$ cat config.mk
export PLATFORM = sky130hd
export DESIGN_NAME = instr_fetch_unit
export DESIGN_NICKNAME = d
export VERILOG_FILES = /design/src/rtl/instr_fetch_unit.sv
export SDC_FILE = /design/constraint.sdc
export NUM_CORES = 1
export LEC_CHECK = 0
export CAP_MARGIN = 40
export CORE_ASPECT_RATIO = 2
export CORE_UTILIZATION = 53
export DETAILED_ROUTE_END_ITERATION = 8
export PLACE_DENSITY = 0.91
export SLEW_MARGIN = 10
export SYNTH_ARGS = -nofsm -noshare
export SYNTH_HDL_FRONTEND = slang
export SYNTH_SLANG_ARGS = --single-unit
$ cat constraint.sdc
create_clock -name clk -period 12.54 [get_ports clk]
set_input_delay 1.254 -clock clk [delete_from_list [all_inputs] [get_ports clk]]
set_output_delay 1.254 -clock clk [all_outputs]
set_load 0.02 [all_outputs]
$ cat src/rtl/instr_fetch_unit.sv
// Instruction fetch unit: drives the PC to a combinational instruction memory and buffers
// fetched {pc, word} pairs in a small FIFO for decode. Optional halt detection: IFU_HALT_DETECT_EN.
module instr_fetch_unit #(
   parameter logic [31:0] RESET_PC = 32'h0000_0000,
   parameter int unsigned DEPTH    = 2
) (
   input  logic                       clk,
   input  logic                       rst_n,
   output logic [31:0]                imem_addr,
   input  logic [31:0]                imem_data,
   output logic                       out_valid,
   input  logic                       out_ready,
   output logic [31:0]                out_instr,
   output logic [31:0]                out_pc,
   input  logic                       redirect_valid,
   input  logic [31:0]                redirect_pc,
   output logic [$clog2(DEPTH):0]     fill_level,
   output logic                       halted
);

   localparam int unsigned AW = $clog2(DEPTH);
   localparam int unsigned CW = AW + 1;
   localparam logic [CW-1:0] FULL_COUNT = CW'(DEPTH);

   logic [31:0]   r_pc;
   logic [31:0]   r_pc_next;
   logic [AW-1:0] r_rd_ptr;
   logic [AW-1:0] r_wr_ptr;
   logic [CW-1:0] r_count;
   logic [CW-1:0] r_count_next;
   logic [31:0]   r_instr_mem [DEPTH];
   logic [31:0]   r_pc_mem    [DEPTH];

   logic          w_pop;
   logic          w_push;
   logic          w_halted;
   logic          w_halt_hit;
   logic [31:0]   w_redirect_pc;

   assign w_redirect_pc = redirect_pc & 32'hFFFF_FFFC;

`ifdef IFU_HALT_DETECT_EN
   logic r_halted;

   assign w_halted   = r_halted;
   assign w_halt_hit = w_push && (imem_data == 32'h0000_0063);

   always_ff @(posedge clk or negedge rst_n) begin
      if (!rst_n) begin
         r_halted <= 1'b0;
      end else if (redirect_valid) begin
         r_halted <= 1'b0;
      end else if (w_halt_hit) begin
         r_halted <= 1'b1;
      end
   end
`else
   assign w_halted   = 1'b0;
   assign w_halt_hit = 1'b0;
`endif

   assign halted     = w_halted;
   assign imem_addr  = r_pc;
   assign fill_level = r_count;
   assign out_valid  = (r_count != '0);
   assign out_instr  = out_valid ? r_instr_mem[r_rd_ptr] : 32'h0;
   assign out_pc     = out_valid ? r_pc_mem[r_rd_ptr] : 32'h0;

   // A same-cycle pop frees a slot, so a full buffer still sustains one fetch per cycle.
   assign w_pop  = out_valid && out_ready;
   assign w_push = !redirect_valid && !w_halted && ((r_count < FULL_COUNT) || w_pop);

   always_comb begin
      r_pc_next    = r_pc;
      r_count_next = r_count;
      if (redirect_valid) begin
         r_pc_next    = w_redirect_pc;
         r_count_next = '0;
      end else begin
         // The halting word is buffered, but the PC stays parked on it.
         if (w_push && !w_halt_hit) begin
            r_pc_next = r_pc + 32'd4;
         end
         unique case ({w_push, w_pop})
            2'b10:   r_count_next = r_count + CW'(1);
            2'b01:   r_count_next = r_count - CW'(1);
            default: r_count_next = r_count;
         endcase
      end
   end

   always_ff @(posedge clk or negedge rst_n) begin
      if (!rst_n) begin
         r_pc     <= RESET_PC;
         r_count  <= '0;
         r_rd_ptr <= '0;
         r_wr_ptr <= '0;
      end else begin
         r_pc    <= r_pc_next;
         r_count <= r_count_next;
         if (redirect_valid) begin
            r_rd_ptr <= '0;
            r_wr_ptr <= '0;
         end else begin
            if (w_pop) begin
               r_rd_ptr <= r_rd_ptr + AW'(1);
            end
            if (w_push) begin
               r_wr_ptr <= r_wr_ptr + AW'(1);
            end
         end
      end
   end

   // Payload storage needs no reset: the head is masked to 0 whenever the buffer is empty.
   always_ff @(posedge clk) begin
      if (w_push) begin
         r_instr_mem[r_wr_ptr] <= imem_data;
         r_pc_mem[r_wr_ptr]    <= r_pc;
      end
   end

endmodule

==> Word-level counts from Yosys, hierarchy flattened <==
Memories as Yosys holds them, arrays and structs flattened.
Cells that the tools add are included.
{ "totals": {"ram_bits": 128, "inputBits": 68, "regBits": 36, "out_inout_bits": 100, "mem_count": 2, "elab_cells": 34} }
{ "memory_table": {"columns": ["name", "depth", "word_bits", "read_ports", "rd_ports_with_merged_regs", "write_ports", "line_no", "text"], "rows": [
  ["r_instr_mem", 2, 32, 1, 0, 1, "31", "logic [31:0] r_instr_mem [DEPTH];"],
  ["r_pc_mem", 2, 32, 1, 0, 1, "32", "logic [31:0] r_pc_mem [DEPTH];"]
]} }
{ "classes": {"addsub": 5, "n_lt_le_gt_ge": 1, "mux": 12, "n_eq_ne": 2, "reduce_logical": 8} }
{ "ops": {"columns": ["operator", "n"], "rows": [
  ["32-bit 2-to-1 mux", 4],
  ["32-bit by 3-bit adder with 32-bit output (second input constant)", 1],
  ["1-bit 2-to-1 mux", 6],
  ["2-bit nonzero test", 3],
  ["2-bit one-hot mux with 2 select lines", 1],
  ["3-bit nonzero test", 1],
  ["1-bit adder (second input constant)", 2],
  ["2-bit by 1-bit adder with 2-bit output (second input constant)", 1],
  ["2-bit by 1-bit equality test with 1-bit output (second input constant)", 1],
  ["2-bit equality test (second input constant)", 1],
  ["1-bit logical AND", 2],
  ["2-bit less-than comparator (second input constant)", 1],
  ["2-bit 2-to-1 mux", 1],
  ["2-bit by 1-bit subtractor with 2-bit output (second input constant)", 1],
  ["1-bit zero test", 1],
  ["1-bit logical OR", 1]
]} }

==> Depth between registers and ports, before layout <==
{ "depth": {"ltp_word": 7, "depth_mapped": 7, "mapped_depth_nobuf": 5} }

==> Worst setup path after synthesis <==
No wires, ideal clock.
{ "synth_timing": {"path_kind": "input -> register", "startpoint": "in out_ready", "endpoint": "mem r_instr_mem[0][0], enable pin", "required_ns": 12.058, "path_buffers": 1, "slack_ns": 7.647, "stages": 4, "t_arrival_ns": 4.411, "path_cell_list": "nand2b_1 > buf_1 > nand2_1 > nor2_1"} }
{ "synth_via": {"elab_chain_len": 5} }
{ "synth_rtl": {"columns": ["item", "line_no", "text"], "rows": [
  ["start: declaration", "12", "input logic out_ready,"],
  ["1-bit logical AND", "70", "assign w_pop = out_valid && out_ready;"],
  ["1-bit logical OR", "71", "assign w_push = !redirect_valid && !w_halted && ((r_count < FULL_COUNT) || w_pop);"],
  ["1-bit logical AND", "71", null],
  ["1-bit 2-to-1 mux", "117", "if (w_push) begin"],
  ["1-bit 2-to-1 mux (not written as such)", "118", "r_instr_mem[r_wr_ptr] <= imem_data;"],
  ["end: declaration", "31", null]
]} }
No other way between the ends.

==> Worst setup path in the final report <==
{ "layout_timing": {"startpoint": "reg r_rd_ptr", "endpoint": "out out_instr[1]"} }
{ "layout_via": {"elab_chain_len": 2} }
{ "layout_rtl": {"columns": ["item", "line_no", "text"], "rows": [
  ["start: declaration", "27", "logic [AW-1:0] r_rd_ptr;"],
  ["start signal: assignment", "106", "r_rd_ptr <= r_rd_ptr + AW'(1);"],
  ["memory 2 x 32 bit", null, null],
  ["32-bit 2-to-1 mux", "66", "assign out_instr = out_valid ? r_instr_mem[r_rd_ptr] : 32'h0;"],
  ["end: declaration", "13", "output logic [31:0] out_instr,"]
]} }
No other way between the ends.

==> flow_summary.json <==
{
  "wl_um": 15800,
  "fill_cells": 860,
  "yosys_warnings": 0,
  "top_layer_used": "met4",
  "ys.flop_type": "edfxtp_1",
  "area_growth_pct": 33.2,
  "worstPathRequired_ps": 11290,
  "p_sw_frac": 0.275,
  "dr_total_vias": 4846,
  "antenna_left": 0,
  "cts_tree": "built",
  "layout_common_cells": "clkdlybuf4s50_1, edfxtp_1, nor2_1",
  "die-area_sq_mm": 0.0133,
  "synth_edf_count": 124,
  "first_global_vias": 4843,
  "fp.dieH_um": 162,
  "crit_start": "r_rd_ptr",
  "cts_resized": 0,
  "worstPathArrival_ps": 2380,
  "cts.path.max_buffers": 2,
  "cts_sinks": 158,
  "dr_wl_met3_um": 810,
  "period_share": 0.290,
  "mostFrequentLayoutCell": "clkdlybuf4s50_1",
  "fmax_mhz": 275,
  "hold_buffers": 0,
  "ys_ff_latch": 158,
  "placementRows": 58,
  "worstSetupEndpointType": "primary output",
  "cp_max_fo": 39,
  "multi_input_area_sq_mm": 0.00204,
  "fin_tns_setup_ps": 0,
  "p_total_mw": 1.39,
  "antenna_found_initial": 0,
  "power.density_mw_per_mm2": 153,
  "power_switching_mw": 0.383,
  "tightest_slew_ps": 849,
  "comb_power_share": 0.183,
  "drt_iter0_drc": 271,
  "rsz0062_at_grt": "no",
  "port_buffers": 160,
  "place_congestion": 0.826,
  "vias_per_cell": 5.82,
  "clock_skew_ps": 9.88,
  "drv_cap": 0,
  "grt.total_usage": 0.245,
  "synth-seq-area-share": 0.673,
  "h-tree-depth": 4,
  "ir_drop_mv": 0.108,
  "worst_slack_ps": 8900,
  "dp_hpwl_um": 10500,
  "cts_root_buf": "clkbuf_16",
  "min-delay-start": "imem_addr[31]",
  "timing.rr.start": "fill_level[1]",
  "clkLatencyLatePin_ps": 430,
  "dp_slack_ps": 8850,
  "clkPwrFrac": 0.349,
  "seq_area_sq_mm": 0.00458,
  "cts_inserted_buffers": 17,
  "drive_gt1_frac": 0.0777,
  "post_cts_buffers": 0,
  "synth_area_sq_mm": 0.00680,
  "maxSlewViolCount": 0,
  "min_path_type": "reg2reg",
  "finalSetupViolCount": 0,
  "path_clk_slew_ps": 60,
  "nNetsFinal": 738,
  "p_leak_nw": 3.20,
  "internal_power_mw": 1.01,
  "outcome": "finished, final reports clean",
  "drt_first_pass_iters": 5,
  "ios": 168,
  "core_sq_mm": 0.0126,
  "syn_inst": 518,
  "synth_cell_types": 46,
  "p_seq_frac": 0.468,
  "dr_wl_met2_um": 8740,
  "route.detailed.drc": 0,
  "grt-ovfl-total": 0,
  "start_util": 0.542,
  "grt_max_degree": 64,
  "n_antenna_cell": 0,
  "die_w_um": 82.1,
  "slew-limit-headroom": 0.434,
  "fin_crit_ps": 3640,
  "avgRoutedWirePerCell_um": 18.9,
  "path_class": "reg2out",
  "async_flop_share": 0.215,
  "wl_met1_um": 5560,
  "worstSetupStartpointType": "flop",
  "grt_pass1_wl_um": 23900,
  "hold_violations": 0,
  "syn_area_per_cell_sq_um": 13.1
}
==> synth_stat cells (2+ instances only) <==
cell type | n | area [sq um]
or4_1 | 4 | 30.0
buf_4 | 5 | 37.5
and3_1 | 5 | 31.3
o311ai_0 | 15 | 131
xor2_1 | 6 | 52.6
buf_6 | 3 | 33.8
nand4_1 | 14 | 87.6
or2_2 | 4 | 25.0
o21ai_0 | 13 | 65.1
buf_2 | 2 | 10.0
and2_1 | 2 | 12.5
buf_1 | 3 | 11.3
nand2_1 | 35 | 131
a22oi_1 | 3 | 22.5
nor2_1 | 80 | 300
mux2i_1 | 63 | 631
dfrtp_1 | 34 | 851
nor3b_1 | 2 | 15.0
nor2b_1 | 5 | 31.3
inv_1 | 7 | 26.3
nand4_2 | 2 | 25.0
a31oi_1 | 6 | 37.5
o31ai_1 | 5 | 37.5
xnor2_1 | 3 | 26.3
nand3_1 | 19 | 95.1
clkbuf_1 | 24 | 90.1
and4_1 | 4 | 35.0
a21oi_1 | 3 | 15.0
nor4_1 | 3 | 18.8
edfxtp_1 | 124 | 3720
nor3_1 | 3 | 15.0
or3_1 | 3 | 18.8
==> routing by layer <==
metal,vias to the layer above,global-route usage
met4,0,0.148
met3,48,0.0388
li1,2227,-
met2,236,0.430
met5,-,0
met1,2335,0.265
==> registers in the layout, indices dropped and copies added (netlist names) <==
register     count
fill_level       2
r_instr_mem     64
imem_addr       30
r_wr_ptr         1
r_rd_ptr         1
r_pc_mem        60
==> worst max-delay path, cell delays in order (launching register included) <==
cell             delay [ps]
dfrtp_4                 720
buf_16                  300
mux2i_1                 240
nor2_1                   70
clkdlybuf4s50_1         580
==> cell families after synthesis <==
kind of cell | Yosys count | synth area share
other cells | 1 | 0.000551
xor+xnor | 9 | 0.0116
fa+ha+maj | 1 | 0.00184
simple gates | 192 | 0.138
mux | 63 | 0.0927
buf+inv | 45 | 0.0315
flops | 158 | 0.673
compound gates | 49 | 0.0510
==> power by group through the flow <==
stage	Combinational [mW]	Sequential [mW]	Clock [mW]
final	0.254	0.651	0.485
after floorplan	0.127	0.660	0
after global placement	0.239	0.664	0
after detailed placement	0.254	0.662	0
after CTS	0.256	0.651	0.489
after global routing	0.270	0.656	0.508
==> stage by stage <==
step	instance area (sq um)	instances	hold WS (ps)	utilization
after floorplan	6820	522	524	-
after global routing	9060	832	546	0.722
after detailed placement	8500	800	507	0.677
after global placement	8470	799	502	0.675
after CTS	9060	832	518	0.722
final	9060	832	520	0.722
==> cell type report <==
class	instances	area share
clock inverter	15	0.0152
sequential	158	0.505
multi-input combinational	319	0.226
clock buffer	17	0.0470
inverter	7	0.00290
tap	150	0.0207
timing repair buffer	166	0.183
==> path summary, 6_finish.rpt <==
path | end | slack, ps | depth (start not counted)
max | out_instr[1] | 8900 | 4
min | r_pc_mem[0][31] | 520 | 0
max reg2reg | imem_addr[26] | 10150 | 4
min reg2reg | r_pc_mem[0][31] | 520 | 0
max in group asynchronous | r_rd_ptr | 10930 | 2
min in group asynchronous | fill_level[1] | 1260 | 2
Power figures use the tool's default switching activity.
